==> config.mk <==
export PLATFORM = sky130hd
export DESIGN_NAME = p5_writeback_flat
export DESIGN_NICKNAME = d
export VERILOG_FILES = /design/src/rtl/simple_pkg.sv /design/src/rtl/p5_writeback_if.sv /design/src/rtl/simple_regfile.sv /design/src/rtl/p5_writeback.sv /design/src/flat_wrapper.sv
export SDC_FILE = /design/constraint.sdc
export NUM_CORES = 1
export LEC_CHECK = 0
export CAP_MARGIN = 20
export CORE_ASPECT_RATIO = 2
export CORE_MARGIN = 1.5
export CORE_UTILIZATION = 30
export CTS_CLUSTER_DIAMETER = 40
export DETAILED_ROUTE_END_ITERATION = 6
export PLACE_DENSITY_LB_ADDON = 0.08
export SLEW_MARGIN = 5
export SYNTH_ARGS = -nofsm -noshare
export SYNTH_HDL_FRONTEND = slang
export SYNTH_SLANG_ARGS = --single-unit
==> constraint.sdc <==
create_clock -name clock -period 4.44 [get_ports clock]
set_input_delay 1.332 -clock clock [delete_from_list [all_inputs] [get_ports clock]]
set_output_delay 1.332 -clock clock [all_outputs]
set_load 0.01 [all_outputs]
==> src/rtl/simple_pkg.sv <==
`default_nettype none
// ============================================================================
//  Module      : simple_pkg
//  Description : Shared constants and types for the SIMPLE 5-stage pipeline.
//  Revision    : 1.0 - initial release
// ============================================================================
package simple_pkg;

    localparam int SIMPLE_DATA_W     = 16;
    localparam int SIMPLE_REG_ADDR_W = 3;
    localparam int SIMPLE_NUM_REGS   = 8;

    typedef logic [15:0] word_t;
    typedef logic [2:0]  reg_addr_t;

endpackage
`default_nettype wire

==> src/rtl/p5_writeback_if.sv <==
`default_nettype none
// ============================================================================
//  Module      : p5_writeback_if
//  Description : Memory-stage, decode read-port and forwarding signals of the
//                writeback stage. master = surrounding pipeline, slave = WB.
//  Revision    : 1.0 - initial release
// ============================================================================
interface p5_writeback_if #(
    parameter int DATA_W = 16,
    parameter int ADDR_W = 3,
    parameter int CNT_W  = 16
);
    logic              writeRegIn;
    logic [ADDR_W-1:0] regAddressIn;
    logic              readOutSelect;
    logic [DATA_W-1:0] aluOutData;
    logic [DATA_W-1:0] readOutData;
    logic [ADDR_W-1:0] rsAddr;
    logic [ADDR_W-1:0] rtAddr;
    logic [DATA_W-1:0] rsData;
    logic [DATA_W-1:0] rtData;
    logic [DATA_W-1:0] wbData;
    logic              wbWrite;
    logic [ADDR_W-1:0] wbAddress;
    logic              prevWrite;
    logic [ADDR_W-1:0] prevAddress;
    logic [DATA_W-1:0] prevData;
    logic [CNT_W-1:0]  retireCount;

    modport master (
        output writeRegIn, regAddressIn, readOutSelect, aluOutData, readOutData,
        output rsAddr, rtAddr,
        input  rsData, rtData, wbData, wbWrite, wbAddress,
        input  prevWrite, prevAddress, prevData, retireCount
    );

    modport slave (
        input  writeRegIn, regAddressIn, readOutSelect, aluOutData, readOutData,
        input  rsAddr, rtAddr,
        output rsData, rtData, wbData, wbWrite, wbAddress,
        output prevWrite, prevAddress, prevData, retireCount
    );
endinterface
`default_nettype wire

==> src/rtl/simple_regfile.sv <==
`default_nettype none
// ============================================================================
//  Module      : simple_regfile
//  Description : 2-read / 1-write register array with synchronous clear.
//                P5_WRITE_THROUGH_EN bypasses the write port onto the reads.
//  Revision    : 1.0 - initial release
// ============================================================================
module simple_regfile
    import simple_pkg::*;
#(
    parameter int DATA_W = SIMPLE_DATA_W,
    parameter int ADDR_W = SIMPLE_REG_ADDR_W
) (
    input  wire logic              clk,
    input  wire logic              rst,
    input  wire logic              i_we,
    input  wire logic [ADDR_W-1:0] i_waddr,
    input  wire logic [DATA_W-1:0] i_wdata,
    input  wire logic [ADDR_W-1:0] i_raddr_a,
    input  wire logic [ADDR_W-1:0] i_raddr_b,
    output      logic [DATA_W-1:0] o_rdata_a,
    output      logic [DATA_W-1:0] o_rdata_b
);

    localparam int NUM_REGS = 2 ** ADDR_W;

    logic [DATA_W-1:0] r_regs [NUM_REGS];
    logic [DATA_W-1:0] w_arr_a;
    logic [DATA_W-1:0] w_arr_b;

    always_ff @(posedge clk) begin
        if (rst) begin
            for (int i = 0; i < NUM_REGS; i++) begin
                r_regs[i] <= '0;
            end
        end else if (i_we) begin
            r_regs[i_waddr] <= i_wdata;
        end
    end

    assign w_arr_a = r_regs[i_raddr_a];
    assign w_arr_b = r_regs[i_raddr_b];

`ifdef P5_WRITE_THROUGH_EN
    // i_we is already forced low during reset, so no bypass leaks then
    assign o_rdata_a = (i_we && (i_raddr_a == i_waddr)) ? i_wdata : w_arr_a;
    assign o_rdata_b = (i_we && (i_raddr_b == i_waddr)) ? i_wdata : w_arr_b;
`else
    assign o_rdata_a = w_arr_a;
    assign o_rdata_b = w_arr_b;
`endif

endmodule
`default_nettype wire

==> src/rtl/p5_writeback.sv <==
`default_nettype none
// ============================================================================
//  Module      : p5_writeback
//  Description : Writeback stage: result select, register commit, retired
//                write counter and previous-write forwarding registers.
//                Optional macro: P5_WRITE_THROUGH_EN (register file bypass).
//  Revision    : 1.0 - initial release
// ============================================================================
module p5_writeback
    import simple_pkg::*;
#(
    parameter int DATA_W = SIMPLE_DATA_W,
    parameter int ADDR_W = SIMPLE_REG_ADDR_W,
    parameter int CNT_W  = 16
) (
    input  wire logic       clock,
    input  wire logic       reset,
    p5_writeback_if.slave   bus
);

    logic [DATA_W-1:0] w_wb_data;
    logic              w_wb_write;
    logic [CNT_W-1:0]  r_retire_count;
    logic              r_prev_write;
    logic [ADDR_W-1:0] r_prev_address;
    logic [DATA_W-1:0] r_prev_data;

    assign w_wb_data  = bus.readOutSelect ? bus.readOutData : bus.aluOutData;
    assign w_wb_write = bus.writeRegIn & ~reset;

    simple_regfile #(
        .DATA_W (DATA_W),
        .ADDR_W (ADDR_W)
    ) u_regfile (
        .clk       (clock),
        .rst       (reset),
        .i_we      (w_wb_write),
        .i_waddr   (bus.regAddressIn),
        .i_wdata   (w_wb_data),
        .i_raddr_a (bus.rsAddr),
        .i_raddr_b (bus.rtAddr),
        .o_rdata_a (bus.rsData),
        .o_rdata_b (bus.rtData)
    );

    // Forwarding registers track the stage every cycle, write or not
    always_ff @(posedge clock) begin
        if (reset) begin
            r_retire_count <= '0;
            r_prev_write   <= 1'b0;
            r_prev_address <= '0;
            r_prev_data    <= '0;
        end else begin
            if (bus.writeRegIn) begin
                r_retire_count <= r_retire_count + 1'b1;
            end
            r_prev_write   <= bus.writeRegIn;
            r_prev_address <= bus.regAddressIn;
            r_prev_data    <= w_wb_data;
        end
    end

    assign bus.wbData      = w_wb_data;
    assign bus.wbWrite     = w_wb_write;
    assign bus.wbAddress   = bus.regAddressIn;
    assign bus.prevWrite   = r_prev_write;
    assign bus.prevAddress = r_prev_address;
    assign bus.prevData    = r_prev_data;
    assign bus.retireCount = r_retire_count;

endmodule
`default_nettype wire
==> src/flat_wrapper.sv <==
// flat-port wrapper written by rule: the top's interface ports become plain ports
module p5_writeback_flat import simple_pkg::*;
#(
    parameter int DATA_W = SIMPLE_DATA_W,
    parameter int ADDR_W = SIMPLE_REG_ADDR_W,
    parameter int CNT_W  = 16
)
  (clock, reset, bus_writeRegIn, bus_regAddressIn, bus_readOutSelect, bus_aluOutData, bus_readOutData, bus_rsAddr, bus_rtAddr, bus_rsData, bus_rtData, bus_wbData, bus_wbWrite, bus_wbAddress, bus_prevWrite, bus_prevAddress, bus_prevData, bus_retireCount);
  p5_writeback_if #(.DATA_W(DATA_W), .ADDR_W(ADDR_W), .CNT_W(CNT_W)) bus_i ();
  input  wire logic clock;
  input  wire logic reset;
  input wire logic [$bits(bus_i.writeRegIn)-1:0] bus_writeRegIn;
  input wire logic [$bits(bus_i.regAddressIn)-1:0] bus_regAddressIn;
  input wire logic [$bits(bus_i.readOutSelect)-1:0] bus_readOutSelect;
  input wire logic [$bits(bus_i.aluOutData)-1:0] bus_aluOutData;
  input wire logic [$bits(bus_i.readOutData)-1:0] bus_readOutData;
  input wire logic [$bits(bus_i.rsAddr)-1:0] bus_rsAddr;
  input wire logic [$bits(bus_i.rtAddr)-1:0] bus_rtAddr;
  output wire logic [$bits(bus_i.rsData)-1:0] bus_rsData;
  output wire logic [$bits(bus_i.rtData)-1:0] bus_rtData;
  output wire logic [$bits(bus_i.wbData)-1:0] bus_wbData;
  output wire logic [$bits(bus_i.wbWrite)-1:0] bus_wbWrite;
  output wire logic [$bits(bus_i.wbAddress)-1:0] bus_wbAddress;
  output wire logic [$bits(bus_i.prevWrite)-1:0] bus_prevWrite;
  output wire logic [$bits(bus_i.prevAddress)-1:0] bus_prevAddress;
  output wire logic [$bits(bus_i.prevData)-1:0] bus_prevData;
  output wire logic [$bits(bus_i.retireCount)-1:0] bus_retireCount;
  assign bus_i.writeRegIn = bus_writeRegIn;
  assign bus_i.regAddressIn = bus_regAddressIn;
  assign bus_i.readOutSelect = bus_readOutSelect;
  assign bus_i.aluOutData = bus_aluOutData;
  assign bus_i.readOutData = bus_readOutData;
  assign bus_i.rsAddr = bus_rsAddr;
  assign bus_i.rtAddr = bus_rtAddr;
  assign bus_rsData = bus_i.rsData;
  assign bus_rtData = bus_i.rtData;
  assign bus_wbData = bus_i.wbData;
  assign bus_wbWrite = bus_i.wbWrite;
  assign bus_wbAddress = bus_i.wbAddress;
  assign bus_prevWrite = bus_i.prevWrite;
  assign bus_prevAddress = bus_i.prevAddress;
  assign bus_prevData = bus_i.prevData;
  assign bus_retireCount = bus_i.retireCount;
  p5_writeback #(.DATA_W(DATA_W), .ADDR_W(ADDR_W), .CNT_W(CNT_W)) u_core (.clock(clock), .reset(reset), .bus(bus_i));
endmodule
Word level (Yosys, flattened, before mapping)
Memories as Yosys holds them, arrays and structs flattened.
Index checks and enable logic that the tools add are counted.
Widths: inputs -> output; s select.
{"block": "classes", "n_addsub": 1, "muxes": 9, "bitwise": 2, "reduce_logical": 1}
{"operator": "$mux 16", "count": 2}
{"operator": "$add 16x1->16 const B", "count": 1}
{"operator": "$reduce_or 16->1", "count": 1}
{"operator": "$mux 1", "count": 6}
{"operator": "$mux 3", "count": 1}
{"operator": "$and 1x1->1", "count": 1}
{"operator": "$not 1->1", "count": 1}
{"block": "word_totals", "reg_bits": 36, "mem_bits_rw": 128, "inputBits": 45, "out_inout_bits": 88, "word_cells": 18, "memories": 1}
{"name": "u_core.u_regfile.r_regs", "depth": 8, "width": 16, "rd": 2, "rd_clocked_by_memory_dff": 0, "wr": 8, "line": "simple_regfile.sv:27", "text": "logic [DATA_W-1:0] r_regs [NUM_REGS];"}

Logic depth before layout (Yosys ltp)
{"block": "logic_depth", "depth_word": 7, "mapped_depth": 5}

Hierarchy
From an unflattened synthesis, not the netlist that was laid out.
{"block": "unflattened", "hier_cells": 578, "hier_area_um2": 8481.9}
{"mod": "simple_regfile", "instances": 1, "cells_per_inst": 430, "area_per_inst_um2": 6974.2, "seq_area_each_um2": 3843.7}
{"mod": "p5_writeback", "instances": 1, "cells_per_inst": 148, "area_per_inst_um2": 1507.7, "seq_area_each_um2": 720.7}

Least setup slack after synthesis
No wires, ideal clock.
{"block": "synth_timing", "path_type": "input to output", "startpoint": "input port bus_readOutSelect", "endpoint": "output port bus_wbData[15]", "arrival_ps": 2487, "required_ps": 3108, "setup_slack_ps": 621, "cell_stages": 4, "path_cell_list": "buf_2 buf_2 mux2i_1 inv_1"}
{"block": "synth_via", "elab_chain_cells": 1}
{"item": "from (decl)", "line": "flat_wrapper.sv:14", "text": "input wire logic [$bits(bus_i.readOutSelect)-1:0] bus_readOutSelect;"}
{"item": "$mux 16", "line": "p5_writeback.sv:28", "text": "assign w_wb_data = bus.readOutSelect ? bus.readOutData : bus.aluOutData;"}
{"item": "to (decl)", "line": "flat_wrapper.sv:21", "text": "output wire logic [$bits(bus_i.wbData)-1:0] bus_wbData;"}
Every way passes these cells.

Worst setup path after layout
{"block": "layout_timing", "startpoint": "input port bus_rsAddr[0]", "endpoint": "output port bus_rsData[1]"}
{"block": "layout_via", "elab_chain_cells": 1}
{"item": "from (decl)", "line": "flat_wrapper.sv:17", "text": "input wire logic [$bits(bus_i.rsAddr)-1:0] bus_rsAddr;"}
{"item": "$mem_v2 8x16"}
{"item": "to (decl)", "line": "flat_wrapper.sv:19", "text": "output wire logic [$bits(bus_i.rsData)-1:0] bus_rsData;"}
Every way passes these cells.

==> out/results.txt <==
Global-route usage over all layers: 0.187. The endpoint arrival time on the critical path was 3070 ps. The tree is rooted in a sky130_fd_sc_hd__clkbuf_16. The tools report the half-perimeter wire length after placement as 16400 um.

The clock slew seen by the registers of the worst setup and hold paths was 60 ps. The number of register bits inferred by synthesis works out to 164. The tool flagged a number of max-cap violations equal to 0. The number of cell rows came out at 85.

Entering global routing, the biggest net connects 38 pins. The count of pins over their slew limit was 0; the number of nets in the layout was 773. In this run, synthesis inferred 128 flip-flops with an integrated enable. The starting density of the core came out at 0.303. The logs give 0 for the post-detailed-route count of antenna-violating nets and 3110 ps for the data required time at the worst endpoint. Cell type of the slowest stage on the worst timing path: sky130_fd_sc_hd__mux4_1. Subtracting the final worst setup slack from the clock period gives 4400 ps. Based on the critical path, the design can be clocked at up to 0.227 GHz.

Clock skew on the completed layout was measured at 3.68 ps. The total overflow left after global routing is 0. For this run, the number of standard cells in the final layout without fillers is 1087. The width of the chip is 119 um. In the routed design, unresolved DRC markers number 0. Setup repair after global routing could not meet its margin everywhere. From synthesis to final layout, the design area changed by 33.4%. The synthesized netlist contains 32 unique library cells. The element type at the critical path end is an output port. For the pin with the worst max-slew slack, the measured transition is 577 ps. Pin placement for this block handled 133 I/O pins. The final weighted congestion in routability-driven placement was 0.729. For this run, the leading register cell type out of synthesis is sky130_fd_sc_hd__edfxtp_1. The first TritonRoute pass finished after 6 iterations. The floorplan step defined a die boundary enclosing 0.0282 sq mm. The initial antenna violation count is 0. The fraction of final layout cells sized beyond drive strength 1 came out at 0.181. Traced cell by cell, the critical path runs through buf_2 -> buf_12 -> mux4_1 -> mux2_2 -> clkdlybuf4s50_1.

In this run the worst hold path is classified as reg2reg. Setup violations remaining at the end of the flow were counted as 0. Of all nets on the critical path, the largest fanout is 22. The initial detailed-routing violation count is 262.

Cell area after layout: 0.0108 sq mm. Dividing the detail-routed via count by the number of cells gives 5.05. In this run the power density over the cells is 377 mW/mm^2.

When the netlist entered floorplanning its net count stood at 611. The area of the core region was 0.0268 sq mm. The utilization after layout was 0.405. The analysis attributes to cell leakage a power of 0.00408 uW. The largest total area in the synthesized netlist belongs to sky130_fd_sc_hd__edfxtp_1. The share of the synthesized area in the top cell type was 0.473.

The flow ran to the end, and the final reports show no timing, DRC or antenna violations. The total setup buffers inserted after CTS was 0. The routed length per placed instance is 23.6 um, and the sequential area share after synthesis is 0.561. Once placement finished, the instance area stood at 0.0101 sq mm. The total wire length after detailed routing was 25600 um; the number of diodes added for antenna fixing was 0. The number of buffers and inverters on the critical path works out to 3.

The first global-routing pass estimated 37300 um of wire. The longest clock path from root to sink contains 2 buffers. The worst setup path is launched from an input port. For the insertion delay of the later-clocked pin in the worst-skew pair, the log shows 440 ps. The cell family contributing the most delay on the critical path was multiplexers. Synthesis produced 565 cells.

Input and output buffers added on the ports amount to 132. TritonCTS built the clock tree. The die is 236 um tall.

TritonCTS created 17 clock buffers. The final route contains 5493 vias. In this design, the stage delay of the slowest critical-path cell is 590 ps.

The part of the cycle the worst path needs is 0.992. The count of yosys warnings during synthesis is 0. In the post-synthesis netlist, the biggest area contributors are sky130_fd_sc_hd__edfxtp_1 47%, sky130_fd_sc_hd__mux4_1 18%, sky130_fd_sc_hd__dfxtp_1 8.9%. The post-synthesis area per instance came out at 14.4 sq um.

The via count of the first global-routing pass was 6080. The mapped netlist covers 0.00813 sq mm. The power after layout was 4090 uW.

The worst setup path is of the in2out kind. The run gives 0.615 as the worst-case headroom to the max-slew limit. For the hold violation total from the final report, the log shows 0. The share of async-settable or async-resettable flops after synthesis was 0. The tree built by TritonCTS fans out to 164 sinks. The maximum VDD drop came out at 0.000172 V.

After detailed placement, the design holds a cell count of 1054. The H-tree was split into 4 levels.
==> where the power goes <==
group / switching [uW] / internal (uW) / total (uW)
clock: 615 / 1080 / 1690
sequential: 43.6 / 1740 / 1790
combinational: 272 / 338 / 610
total: 931 / 3160 / 4090
==> timing repair <==
action | CTS | global route
endpoints found under the setup margin | 32 | 6
resized for setup | 8 | 5
cloned | 2 | 0
endpoints found under the hold margin | 0 | 0
hold buffers | 0 | 0
==> state kept, by name (all words and copies together) (netlist names) <==
| name | cells |
|---|---|
| u_core.u_regfile.r_regs | 128 |
| u_core.bus.prevData | 16 |
| u_core.bus.prevAddress | 3 |
| u_core.bus.retireCount | 16 |
| u_core.bus.prevWrite | 1 |
==> per-stage QoR <==
step	TNS, ps	setup WS [ps]	hold WS [ps]
floorplan	0	621	508
global placement	-3360	-142	483
detailed placement	-3650	-163	493
CTS	-2.12	-2.12	502
global route	-22.2	-11.7	534
finish	0	37.5	500
==> path summary, 6_finish.rpt <==
| check | startpoint | slack (ps) | endpoint | cells after the start |
|---|---|---|---|---|
| max | bus_rsAddr[0] | 40 | bus_rsData[1] | 5 |
| min reg2reg | u_core.bus.retireCount[9]$_SDFFE_PP0P_ | 500 | u_core.bus.retireCount[9]$_SDFFE_PP0P_ | 2 |
| min | u_core.bus.retireCount[9]$_SDFFE_PP0P_ | 500 | u_core.bus.retireCount[9]$_SDFFE_PP0P_ | 2 |
| max reg2reg | u_core.bus.retireCount[3]$_SDFFE_PP0P_ | 2630 | u_core.bus.retireCount[15]$_SDFFE_PP0P_ | 3 |
==> layer usage <==
layer	vias up	part of all wire	routed length, um	track usage
met4	0	0.033	840	0.0790
met5	-	0	0	0
li1	2481	-	-	-
met1	2805	0.37	9410	0.195
met3	44	0.038	963	0.0382
met2	163	0.56	14400	0.356
==> cells by family (layout without fill, tap and decap cells) <==
group / count (synthesis) / after routing / share of synthesized area
simple gates: 209 / 209 / 0.112
compound gates: 12 / 12 / 0.00862
buf+inv: 57 / 231 / 0.0363
xor+xnor: 4 / 4 / 0.00431
mux: 118 / 118 / 0.275
flops: 164 / 164 / 0.561
fa+ha+maj: 1 / 1 / 0.00154
==> synth_stat cells (2+ instances only) <==
cell type and instances:
sky130_fd_sc_hd__or3_1 2, sky130_fd_sc_hd__a21oi_1 6, sky130_fd_sc_hd__mux2i_1 17, sky130_fd_sc_hd__nand4_1 6, sky130_fd_sc_hd__xor2_1 3, sky130_fd_sc_hd__inv_1 18
sky130_fd_sc_hd__clkbuf_2 2, sky130_fd_sc_hd__buf_2 6, sky130_fd_sc_hd__buf_4 3, sky130_fd_sc_hd__o21ai_0 2, sky130_fd_sc_hd__edfxtp_1 128, sky130_fd_sc_hd__o31ai_1 4
sky130_fd_sc_hd__buf_1 8, sky130_fd_sc_hd__dfxtp_1 36, sky130_fd_sc_hd__nand2_1 7, sky130_fd_sc_hd__nand2b_1 8, sky130_fd_sc_hd__clkbuf_1 12, sky130_fd_sc_hd__nand3_1 8
sky130_fd_sc_hd__buf_6 8, sky130_fd_sc_hd__nor3b_1 2, sky130_fd_sc_hd__mux4_1 56, sky130_fd_sc_hd__mux2_2 37, sky130_fd_sc_hd__nor2b_1 11, sky130_fd_sc_hd__or4_1 4
sky130_fd_sc_hd__nor2_1 154, sky130_fd_sc_hd__mux4_2 8, sky130_fd_sc_hd__nor4_1 4
==> area by class of cell <==
type / count / area [sq um]
fill: 2587 / 16000
tap: 348 / 435
inverter: 18 / 67.6
timing repair buffer: 182 / 1840
clock buffer: 20 / 457
sequential: 164 / 4560
clock inverter: 11 / 205
multi-input combinational: 344 / 3270
==> worst reg2reg max path: cells and delay by family, from the launching register on <==
kind,cells,cell delay (ps)
AND/OR/NAND/NOR,2,880
flip-flops,1,450
multiplexers,1,380
==> placed cells by master, fill, tap and decap left out, types with 7 or more instances in the layout <==
| master | Yosys | routed |
|---|---|---|
| sky130_fd_sc_hd__dfxtp_1 | 36 | 36 |
| sky130_fd_sc_hd__buf_12 | 0 | 8 |
| sky130_fd_sc_hd__nand2b_1 | 8 | 8 |
| sky130_fd_sc_hd__inv_1 | 18 | 18 |
| sky130_fd_sc_hd__mux4_1 | 56 | 54 |
| sky130_fd_sc_hd__clkbuf_16 | 0 | 17 |
| sky130_fd_sc_hd__nand2_1 | 7 | 7 |
| sky130_fd_sc_hd__mux2i_1 | 17 | 15 |
| sky130_fd_sc_hd__edfxtp_1 | 128 | 128 |
| sky130_fd_sc_hd__mux4_2 | 8 | 10 |
| sky130_fd_sc_hd__mux2_2 | 37 | 37 |
| sky130_fd_sc_hd__buf_4 | 3 | 39 |
| sky130_fd_sc_hd__nand3_1 | 8 | 8 |
| sky130_fd_sc_hd__clkdlybuf4s50_1 | 0 | 127 |
| sky130_fd_sc_hd__nor2_1 | 154 | 154 |
| sky130_fd_sc_hd__nor2b_1 | 11 | 11 |
Note: power is estimated with default switching activity, not from simulation.
==> RTL change (same flow settings) <==
Reset style: asynchronous (`reset` and `rst`), changed in 2 clocked blocks.
--- a/src/rtl/simple_regfile.sv
+++ b/src/rtl/simple_regfile.sv
@@ -29,5 +29,5 @@
     logic [DATA_W-1:0] w_arr_b;
 
-    always_ff @(posedge clk) begin
+    always_ff @(posedge clk or posedge rst) begin
         if (rst) begin
             for (int i = 0; i < NUM_REGS; i++) begin
--- a/src/rtl/p5_writeback.sv
+++ b/src/rtl/p5_writeback.sv
@@ -45,5 +45,5 @@
 
     // Forwarding registers track the stage every cycle, write or not
-    always_ff @(posedge clock) begin
+    always_ff @(posedge clock or posedge reset) begin
         if (reset) begin
             r_retire_count <= '0;
Check against the original RTL: differs if reset is asserted again (counterexample within 4 cycles, from zero or initial values and one cycle with reset high); with reset held inactive, the same outputs for 4 cycles.
==> RTL change against the original RTL <==
Largest cell class unchanged. Final area up 0.92%. Synthesized area up 2.8%. Routed wire length down 9.1%. Setup slack better by 0.16 ns. Clock skew about the same. Non-clock buffer count down 11. Sequential cell count unchanged. Critical path depth down 1.
Power is not compared: it rests on default switching activity, and its combinational part moved more than twofold at a synthesized area within 25%.
==> RTL change: results (changes against the original RTL) <==
metric,value,unit,change
CP Capture Point,bus_wbData[15],,was bus_rsData[1]
post-CTS sizing,0,,was 8
Max Clock Freq,0.236,GHz,was 0.227 GHz
nonclk inv count,4,,was 18
share of layout cells above drive strength 1,0.400,,was 0.181
Slew headroom,0.557,,was 0.615
Async SR Flop Fraction,1.00,,was 0
buffer share of cell area,0.161,,was 0.170
outcome,"complete, no violations",,unchanged
largest net degree at the start of global routing,90,,was 38
met3 Use GR,0.0396,,was 0.0382
Synth area leaders,"dfrtp_1, mux2_2, mux4_2",,"was edfxtp_1, mux4_1, dfxtp_1"
R2R Setup Slk,2.81,ns,was 2.63 ns
worst-case clock skew,0.00349,ns,was 0.00368 ns
vias in the first global route,5960,,was 6080
die area,0.0289,sq mm,was 0.0282 sq mm
Critical Path Source,bus_readOutSelect,,was bus_rsAddr[0]
"top cells by count, synth","dfrtp_1, mux2_2, nand2_1",,"was nor2_1, edfxtp_1, mux4_1"
Vias,5316,,was 5493
syn_nets,613,,was 611
Seq/total area,0.375,,was 0.421
DP Area,0.0103,sq mm,was 0.0101 sq mm
post-DP HPWL,15600,microns,was 16400 microns
ClkCell Share,0.0580,,was 0.0610
HP Start,u_core.bus.retireCount[15],,was u_core.bus.retireCount[9]
CP arrival,2.91,ns,was 3.07 ns
critical path's largest stage delay,0.50,ns,was 0.59 ns
-- RTL change: changes by cell type after synthesis, sizes merged, moves of 5 or more --
cell,before,now
a21oi,6,0
dfrtp,0,164
dfxtp,36,0
edfxtp,128,0
inv,18,4
mux2,37,145
mux2i,17,0
nand2,7,71
nand2b,8,32
nand3,8,3
nor2,154,3
nor2b,11,1
xor2,3,10
-- RTL change: kinds of logic (layout without fill, tap and decap cells) --
family / count (synthesis) / count (layout) / share of synthesized area
XOR/XNOR: 15 / 15 / 0.0157
adder cells (fa/ha/maj): 1 / 1 / 0.00150
multiplexers: 209 / 209 / 0.372
AND/OR/NAND/NOR: 134 / 134 / 0.0877
flip-flops: 164 / 164 / 0.491
buffers and inverters: 44 / 207 / 0.0319
-- RTL change: how the worst min path moves through the flow --
stage / cells after the start / end / slack, ns
final: 1 / u_core.bus.retireCount[15] / 0.48
after global routing: 1 / u_core.bus.retireCount[15] / 0.50
after CTS: 1 / u_core.bus.retireCount[15] / 0.48
after detailed placement: 1 / u_core.bus.retireCount[15] / 0.46
after global placement: 1 / u_core.bus.retireCount[15] / 0.48
after floorplan: 1 / u_core.u_regfile.r_regs[51] / 0.48
-- RTL change: layer usage --
metal | vias up | part of all wire
met4 | 0 | 0.016
met2 | 113 | 0.59
met1 | 2801 | 0.35
li1 | 2378 | -
met5 | - | 0
met3 | 24 | 0.035
-- RTL change: critical path, delay by kind of cell --
| kind | cells | cell delay, ns |
|---|---|---|
| buffers and inverters | 3 | 1.16 |
| multiplexers | 1 | 0.38 |
-- RTL change: power by group --
group | switching (uW) | internal, uW
Clock | 628 | 971
Sequential | 286 | 1840
Combinational | 494 | 869
